<file path="config.mk">
export PLATFORM = sky130hd
export DESIGN_NAME = regfile_banked
export DESIGN_NICKNAME = d
export VERILOG_FILES = /design/src/rtl/rfb_pkg.sv /design/src/rtl/rfb_pc.sv /design/src/rtl/regfile_banked.sv
export SDC_FILE = /design/constraint.sdc
export NUM_CORES = 2
export LEC_CHECK = 0
export CORE_ASPECT_RATIO = 1.5
export CORE_MARGIN = 3
export CORE_UTILIZATION = 57
export CTS_CLUSTER_SIZE = 30
export DETAILED_ROUTE_END_ITERATION = 10
export PLACE_DENSITY = 0.79
export RECOVER_POWER = 100
export SYNTH_ARGS = -nofsm -noshare
export SYNTH_HDL_FRONTEND = slang
export SYNTH_HIERARCHICAL = 1
export SYNTH_SLANG_ARGS = --single-unit
</file>
<file path="constraint.sdc">
create_clock -name clk -period 8.8 [get_ports clk]
set_clock_uncertainty 0.05 [all_clocks]
set_input_delay 1.32 -clock clk [delete_from_list [all_inputs] [get_ports clk]]
set_output_delay 1.32 -clock clk [all_outputs]
set_load 0.1 [all_outputs]
</file>
<file path="src/rtl/rfb_pkg.sv">
// Shared mode encoding and architectural register index helpers for regfile_banked.
package rfb_pkg;

    typedef enum logic {
        MODE_USER = 1'b0,
        MODE_IRQ  = 1'b1
    } mode_e;

    function automatic int unsigned pc_idx(input int unsigned addr_size);
        return (32'd1 << addr_size) - 32'd1;
    endfunction

    function automatic int unsigned lr_idx(input int unsigned addr_size);
        return (32'd1 << addr_size) - 32'd2;
    endfunction

    function automatic int unsigned sp_idx(input int unsigned addr_size);
        return (32'd1 << addr_size) - 32'd3;
    endfunction

endpackage

</file>
<file path="src/rtl/rfb_pc.sv">
// Program counter: loadable, incrementing counter with synchronous reset.
module rfb_pc #(
    parameter int unsigned      WIDTH     = 32,
    parameter logic [WIDTH-1:0] RESET_VAL = '0
) (
    input  logic             clk,
    input  logic             reset,
    input  logic             load_i,
    input  logic [WIDTH-1:0] load_val_i,
    input  logic             inc_i,
    output logic [WIDTH-1:0] pc_o
);

    logic [WIDTH-1:0] pc_q;
    logic [WIDTH-1:0] pc_d;

    // Load has priority over increment; increment wraps naturally.
    always_comb begin
        pc_d = pc_q;
        if (load_i) begin
            pc_d = load_val_i;
        end else if (inc_i) begin
            pc_d = pc_q + WIDTH'(1);
        end
    end

    always_ff @(posedge clk) begin
        if (reset) begin
            pc_q <= RESET_VAL;
        end else begin
            pc_q <= pc_d;
        end
    end

    assign pc_o = pc_q;

endmodule

</file>
<file path="src/rtl/regfile_banked.sv">
// Register file with PC, banked SP/LR (USER/IRQ) and single-level interrupt entry/return.
// Define RFB_BYPASS_EN to forward in-flight write/link data to the read ports.
module regfile_banked
    import rfb_pkg::*;
#(
    parameter int unsigned      WIDTH      = 32,
    parameter int unsigned      ADDR_SIZE  = 4,
    parameter int unsigned      NRP        = 4,
    parameter logic [WIDTH-1:0] PC_RESET   = '0,
    parameter logic [WIDTH-1:0] IRQ_VECTOR = WIDTH'(1)
) (
    input  logic                     clk,
    input  logic                     reset,
    input  logic                     wen,
    input  logic                     cen,
    input  logic                     link,
    input  logic [ADDR_SIZE-1:0]     wa,
    input  logic [WIDTH-1:0]         din,
    input  logic [NRP*ADDR_SIZE-1:0] ra,
    output logic [NRP*WIDTH-1:0]     rdata,
    input  logic                     irq_req,
    input  logic                     iret,
    output logic                     irq_ack,
    output logic                     mode,
    output logic [WIDTH-1:0]         pc,
    output logic [WIDTH-1:0]         sp,
    output logic [WIDTH-1:0]         lr
);

    localparam int unsigned         N    = 2 ** ADDR_SIZE;
    localparam logic [ADDR_SIZE-1:0] PC_A = ADDR_SIZE'(pc_idx(ADDR_SIZE));
    localparam logic [ADDR_SIZE-1:0] LR_A = ADDR_SIZE'(lr_idx(ADDR_SIZE));
    localparam logic [ADDR_SIZE-1:0] SP_A = ADDR_SIZE'(sp_idx(ADDR_SIZE));

    // Entries SP_A and LR_A of gpr hold the USER copies of SP/LR.
    logic [WIDTH-1:0] gpr_q [N-1];
    logic [WIDTH-1:0] gpr_d [N-1];
    logic [WIDTH-1:0] sp_irq_q, sp_irq_d;
    logic [WIDTH-1:0] lr_irq_q, lr_irq_d;
    mode_e            mode_q;
    logic             irq_ack_q;

    logic             entry, leave, xfer, wr_ok, link_ok;
    logic             pc_load, pc_inc_en;
    logic [WIDTH-1:0] pc_load_val, pc_plus1;

    always_comb begin
        entry     = !reset && (mode_q == MODE_USER) && irq_req;
        leave     = !reset && (mode_q == MODE_IRQ) && iret;
        xfer      = entry || leave;
        link_ok   = !reset && !xfer && link;
        wr_ok     = !reset && !xfer && !link && wen;
        pc_plus1  = pc + WIDTH'(1);
        pc_load   = entry || leave || (wr_ok && (wa == PC_A));
        pc_inc_en = cen && !xfer;
        pc_load_val = din;
        if (entry) begin
            pc_load_val = IRQ_VECTOR;
        end else if (leave) begin
            pc_load_val = lr_irq_q;
        end
    end

    // Next state of the banked storage for the current mode.
    always_comb begin
        gpr_d    = gpr_q;
        sp_irq_d = sp_irq_q;
        lr_irq_d = lr_irq_q;
        if (entry) begin
            lr_irq_d = pc;
        end
        if (wr_ok && (wa != PC_A)) begin
            if ((mode_q == MODE_IRQ) && (wa == SP_A)) begin
                sp_irq_d = din;
            end else if ((mode_q == MODE_IRQ) && (wa == LR_A)) begin
                lr_irq_d = din;
            end else begin
                gpr_d[wa] = din;
            end
        end
        if (link_ok) begin
            if (mode_q == MODE_IRQ) begin
                lr_irq_d = pc_plus1;
            end else begin
                gpr_d[LR_A] = pc_plus1;
            end
        end
    end

    always_ff @(posedge clk) begin
        if (reset) begin
            gpr_q     <= '{default: '0};
            sp_irq_q  <= '0;
            lr_irq_q  <= '0;
            mode_q    <= MODE_USER;
            irq_ack_q <= 1'b0;
        end else begin
            gpr_q     <= gpr_d;
            sp_irq_q  <= sp_irq_d;
            lr_irq_q  <= lr_irq_d;
            irq_ack_q <= entry;
            if (entry) begin
                mode_q <= MODE_IRQ;
            end else if (leave) begin
                mode_q <= MODE_USER;
            end
        end
    end

    rfb_pc #(
        .WIDTH     (WIDTH),
        .RESET_VAL (PC_RESET)
    ) u_pc (
        .clk        (clk),
        .reset      (reset),
        .load_i     (pc_load),
        .load_val_i (pc_load_val),
        .inc_i      (pc_inc_en),
        .pc_o       (pc)
    );

    assign mode    = mode_q;
    assign irq_ack = irq_ack_q;
    assign sp      = (mode_q == MODE_IRQ) ? sp_irq_q : gpr_q[SP_A];
    assign lr      = (mode_q == MODE_IRQ) ? lr_irq_q : gpr_q[LR_A];

    // Combinational read ports.
    always_comb begin
        logic [ADDR_SIZE-1:0] a;
        logic [WIDTH-1:0]     v;
        rdata = '0;
        a     = '0;
        v     = '0;
        for (int k = 0; k < int'(NRP); k++) begin
            a = ra[k*ADDR_SIZE +: ADDR_SIZE];
            if (a == PC_A) begin
                v = pc;
            end else if (a == SP_A) begin
                v = sp;
            end else if (a == LR_A) begin
                v = lr;
            end else begin
                v = gpr_q[a];
            end
`ifdef RFB_BYPASS_EN
            if (wr_ok && (a == wa)) begin
                v = din;
            end
            if (link_ok && (a == LR_A)) begin
                v = pc_plus1;
            end
`endif
            rdata[k*WIDTH +: WIDTH] = v;
        end
    end

endmodule
</file>
==> After elaboration in Yosys (flattened, before gate mapping) <==
Index checks and enable logic that the tools add are counted.
Widths: inputs -> output; s select.
{ "op_classes": {"n_bitwise": 8, "muxes": 46, "eq_ne": 16, "n_lt_le_gt_ge": 6, "n_reduce_logical": 23, "n_addsub": 1} }
{ "ops": {"columns": ["operator", "count"], "rows": [
  ["$mux 32", 38],
  ["$bmux 32 s4", 4],
  ["$bwmux 480", 1],
  ["$demux 32 s4", 1],
  ["$eq 4x4->1 const B", 15],
  ["$add 32x1->32 const B", 1],
  ["$ge 5x5->1 const B", 5],
  ["$not 4->5", 5],
  ["$logic_and 1x1->1", 14],
  ["$lt 5x1->1 const B", 1],
  ["$ne 4x4->1 const B", 1],
  ["$reduce_bool 2->1", 2],
  ["$logic_not 1->1", 3],
  ["$not 1->1", 3],
  ["$reduce_and 3->1", 1],
  ["$logic_or 1x1->1", 2],
  ["$mux 1", 2],
  ["$reduce_and 2->1", 1]
]} }
{ "totals": {"word_cells": 120, "inputBits": 59, "out_inout_bits": 226, "reg_bits": 578} }

==> Longest topological paths before layout <==
{ "depth": {"depth_word": 12, "ltp_mapped": 13, "depth_no_buf": 8} }

==> Cells and area by module <==
Netlist, hierarchy kept.
{ "by_module_without_submodules": {"columns": ["mod", "cells_per_inst", "area_each_um2", "n_inst", "seq_area_each_um2"], "rows": [
  ["regfile_banked", 4390, 38022.7, 1, 10930.5],
  ["rfb_pc", 244, 1981.9, 1, 640.6]
]} }

==> Worst setup path after synthesis <==
Ideal clock, no wire load.
{ "synth_path": {"kind": "flip-flop to output port", "start": "reg mode_q, in the netlist mode", "end": "out rdata[103]", "path_buffers": 2, "arrival_ns": 4.837, "setup_slack_ns": 2.593, "stages_incl_launch_ff": 7, "required_time_ns": 7.430, "cell_sequence": "dfxtp_1 buf_2 buf_2 mux2i_1 inv_1 o21ai_0 a211oi_1"} }
{ "synth_via": {"elab_chain_cells": 4, "word_cells_on_any_way": 5, "cone_classes": "mux (5)"} }
{ "synth_lines": {"columns": ["element", "line_no", "source"], "rows": [
  ["from (decl)", "regfile_banked.sv:40", "mode_e mode_q;"],
  ["from (signal assigned)", "regfile_banked.sv:95", "mode_q <= MODE_USER;"],
  ["from (signal assigned)", "regfile_banked.sv:103", "mode_q <= MODE_IRQ;"],
  ["from (signal assigned)", "regfile_banked.sv:105", "mode_q <= MODE_USER;"],
  ["$mux 32", "regfile_banked.sv:125", "assign lr = (mode_q == MODE_IRQ) ? lr_irq_q : gpr_q[LR_A];"],
  ["named net lr[7]", "regfile_banked.sv:27", "output logic [WIDTH-1:0] lr"],
  ["$mux 32", "regfile_banked.sv:140", "end else if (a == LR_A) begin"],
  ["$mux 32", "regfile_banked.sv:138", "end else if (a == SP_A) begin"],
  ["$mux 32", "regfile_banked.sv:136", "if (a == PC_A) begin"],
  ["to (decl)", "regfile_banked.sv:20", "output logic [NRP*WIDTH-1:0] rdata,"]
]} }
The timed path passes the listed nets, and every way through them passes these cells.

==> Worst setup path in the final report <==
{ "layout_path": {"start": "in ra[9]", "end": "out rdata[64]"} }
{ "layout_via": {"elab_chain_cells": 7, "word_cells_on_any_way": 10, "cone_classes": "eq/ne (3); mux (6); bitwise (1)"} }
{ "layout_lines": {"columns": ["element", "line_no", "source"], "rows": [
  ["from (decl)", "regfile_banked.sv:19", "input logic [NRP*ADDR_SIZE-1:0] ra,"],
  ["$not 4->5 (implied by the code)", "regfile_banked.sv:143", "v = gpr_q[a];"],
  ["$bmux 32 s4", "regfile_banked.sv:143", null],
  ["$mux 32 (implied by the code) (2 in a row)", "regfile_banked.sv:143", null],
  ["$mux 32", "regfile_banked.sv:140", null],
  ["$mux 32", "regfile_banked.sv:138", null],
  ["$mux 32 *", "regfile_banked.sv:136", null]
]} }
Mark *: on every way between the ends. The rest lies on a longest branch, timed or not. The select of a mux whose other input is x is not followed.

==> flow_summary.json <==
{
  "status": "finished, violations left",
  "violations": "max-capacitance violations, max-slew violations",
  "firstDrtPassIters": 9,
  "post-place-ws_ns": 2.23,
  "synth_flop_cell": "dfxtp_1",
  "async_flop_share_pct": 0,
  "yosysSeqAreaShare_pct": 28.9,
  "num_rows": 118,
  "cts_root_buf": "clkbuf_16",
  "end_kind": "output port",
  "cts_tree": "built",
  "syn_avg_cell_area_um2": 8.63,
  "cellLeakagePower_nw": 15.4,
  "grt_pass1_wl_um": 249000,
  "finalSetupViolCount": 0,
  "finalCriticalPeriod_ns": 7.37,
  "ys_types": 79,
  "nets": 4612,
  "first_iter_violations": 7451,
  "ff2ff_setup_slack_ns": 3.37,
  "grt_pass1_vias": 38700,
  "cts_setup_buffers": 0,
  "hp-class": "reg -> reg",
  "dieHeight_um": 330,
  "antenna_found_initial": 5,
  "max_slew.worst_pin.slew_ns": 4.99,
  "synth_xor_area_share_pct": 0.920,
  "core_area_mm2": 0.0692,
  "synth.net_count": 4695,
  "layout_commonest_cell": "nand2_1",
  "grt_usage_pct": 44.8,
  "tns_ns": 0,
  "synth-edff-count": 0,
  "synthAdderAreaFrac_pct": 0.0626,
  "slew_viol_final": 1065,
  "synth_area_mm2": 0.0400,
  "reg2reg_depth": 6,
  "fin_ws_ns": 1.43,
  "gr-total-overflow": 0,
  "clock_latency_ns": 0.67,
  "final_layout_size_suffix_gt1_share_pct": 16.1,
  "grt_max_degree": 187,
  "vias_per_cell": 7.50,
  "clockBufferDepth": 3,
  "vias": 41200,
  "die_area_mm2": 0.0735,
  "rsz0062_at_grt": "no",
  "crit_fanout": 58,
  "place_hpwl_um": 107000,
  "yosys.area_share.simple_pct": 16.8,
  "gp_congestion": 1.01,
  "numCtsBuffers": 57,
  "setup.worst_path.class": "in -> out",
  "placement.io_buffers": 284,
  "max_slew_margin_pct": -233,
  "muxShareOfSynthArea_pct": 28.9,
  "ir_drop_v": 0.000147,
  "mostFrequentLayoutCells": "nand2_1 (1192), a21oi_1 (624), dfxtp_1 (577)",
  "cp-start-kind": "input port",
  "synth_top_family_by_area": "multiplexers",
  "hold_buffers": 0,
  "initial_core_util_pct": 57.8,
  "cp.required_ns": 7.43,
  "synth_compound_area_share_pct": 17.9,
  "hold_viol_final": 0,
  "clk_pin_slew_ns": 0.06,
  "yosysWarnings": 6,
  "hold_path_end": "gpr_q[58]",
  "wl_um": 171000,
  "area_growth_pct": 10.6,
  "min_from": "gpr_q[58]",
  "crit_path_start": "ra[9]",
  "finalCritPeriodShare_pct": 83.7,
  "ioPinCount": 285,
  "powerDensity_mw_per_mm2": 154,
  "cts_max_level": 2,
  "whs_path_depth": 2,
  "synthCells": 4634,
  "cts_num_sinks": 578,
  "post_cts_resized": 0,
  "ant_nets": 0,
  "reg2reg_to": "gpr_q[338]",
  "wl_per_cell_um": 31.1,
  "fmax_mhz": 136,
  "ys_ff_latch": 578,
  "cap_viol_max_count": 23,
  "die_w_um": 222,
  "cp.arrival_ns": 6.00,
  "drc": 0,
  "reg2reg_from": "mode"
}
==> synth_stat cells, types with 23 or more instances <==
cell type,number,share of area (%)
nand2_1,1192,11
a21oi_1,624,7.8
dfxtp_1,578,29
mux4_2,387,22
clkbuf_1,323,3.0
mux2i_1,167,4.2
nor2_1,154,1.4
o22ai_1,152,2.4
o21ai_0,130,1.6
buf_2,114,1.4
mux2_2,97,2.7
a221oi_1,68,1.5
a211oi_1,54,1.0
inv_1,49,0.46
o221ai_1,48,1.1
nand2b_1,37,0.58
buf_1,36,0.34
nand3_1,36,0.45
a21o_1,32,0.60
buf_4,28,0.53
xnor2_1,27,0.59
nor2b_1,24,0.38
a211o_1,23,0.50
==> flip-flops by register name, summed over array words and instances (netlist names) <==
register and cells:
lr_irq_q 32, irq_ack 1, u_pc/pc_o 32, mode 1, sp_irq_q 32, gpr_q 480
==> per-stage QoR <==
stage               util [%]  cells  area (um^2)  hold slack, ns  total power, mW
detailed placement      61.3   5392        42500           0.391             4.25
global route            63.9   5501        44200           0.412             6.92
floorplan                  -   4634        40000           0.378             3.84
global placement        61.3   5392        42500           0.384             4.24
CTS                     64.1   5499        44400           0.399             6.78
finish                  63.9   5503        44300           0.400             6.82
==> worst max-delay path: stages <==
cell           delay, ns
buf_6               0.42
clkbuf_2            1.47
nand2b_1            0.60
o22ai_1             0.14
a211oi_1            0.67
dlygate4sd3_1       1.30
==> per-layer routing <==
layer | vias up | track usage (%) | wire length [um]
met4 | 0 | 34.2 | 16800
li1 | 16800 | - | -
met5 | - | 0 | 0
met1 | 19200 | 54.5 | 54500
met3 | 1165 | 16.6 | 28600
met2 | 4084 | 64.8 | 71100
==> cell type report <==
type	instances	area [um^2]
inverter	51	191
multi-input combinational	3481	26000
fill	5779	25000
timing repair buffer	382	3480
clock inverter	28	284
antenna	4	10.0
clock buffer	79	1620
tap	900	1130
sequential	578	11600
==> cell families after synthesis <==
family | count (synthesis)
XOR/XNOR | 42
AO/OA/AOI/OAI | 1200
adder cells (fa/ha/maj) | 2
buffers and inverters | 575
AND/OR/NAND/NOR | 1579
flip-flops | 578
multiplexers | 658
==> report_power, final <==
| part | total (mW) | switching (mW) | internal [mW] |
|---|---|---|---|
| clock | 2.59 | 1.16 | 1.43 |
| combinational | 1.49 | 1.13 | 0.364 |
| sequential | 2.73 | 0.0846 | 2.65 |
==> how the worst max path moves through the flow <==
| stage | to | slack (ns) | cells after the start |
|---|---|---|---|
| floorplan | rdata[103] | 2.59 | 6 |
| global placement | rdata[11] | 2.28 | 6 |
| detailed placement | rdata[11] | 2.23 | 6 |
| CTS | rdata[7] | 2.23 | 6 |
| global route | gpr_q[9] | 1.19 | 6 |
| finish | rdata[64] | 1.43 | 6 |
Power figures use the tool's default switching activity.
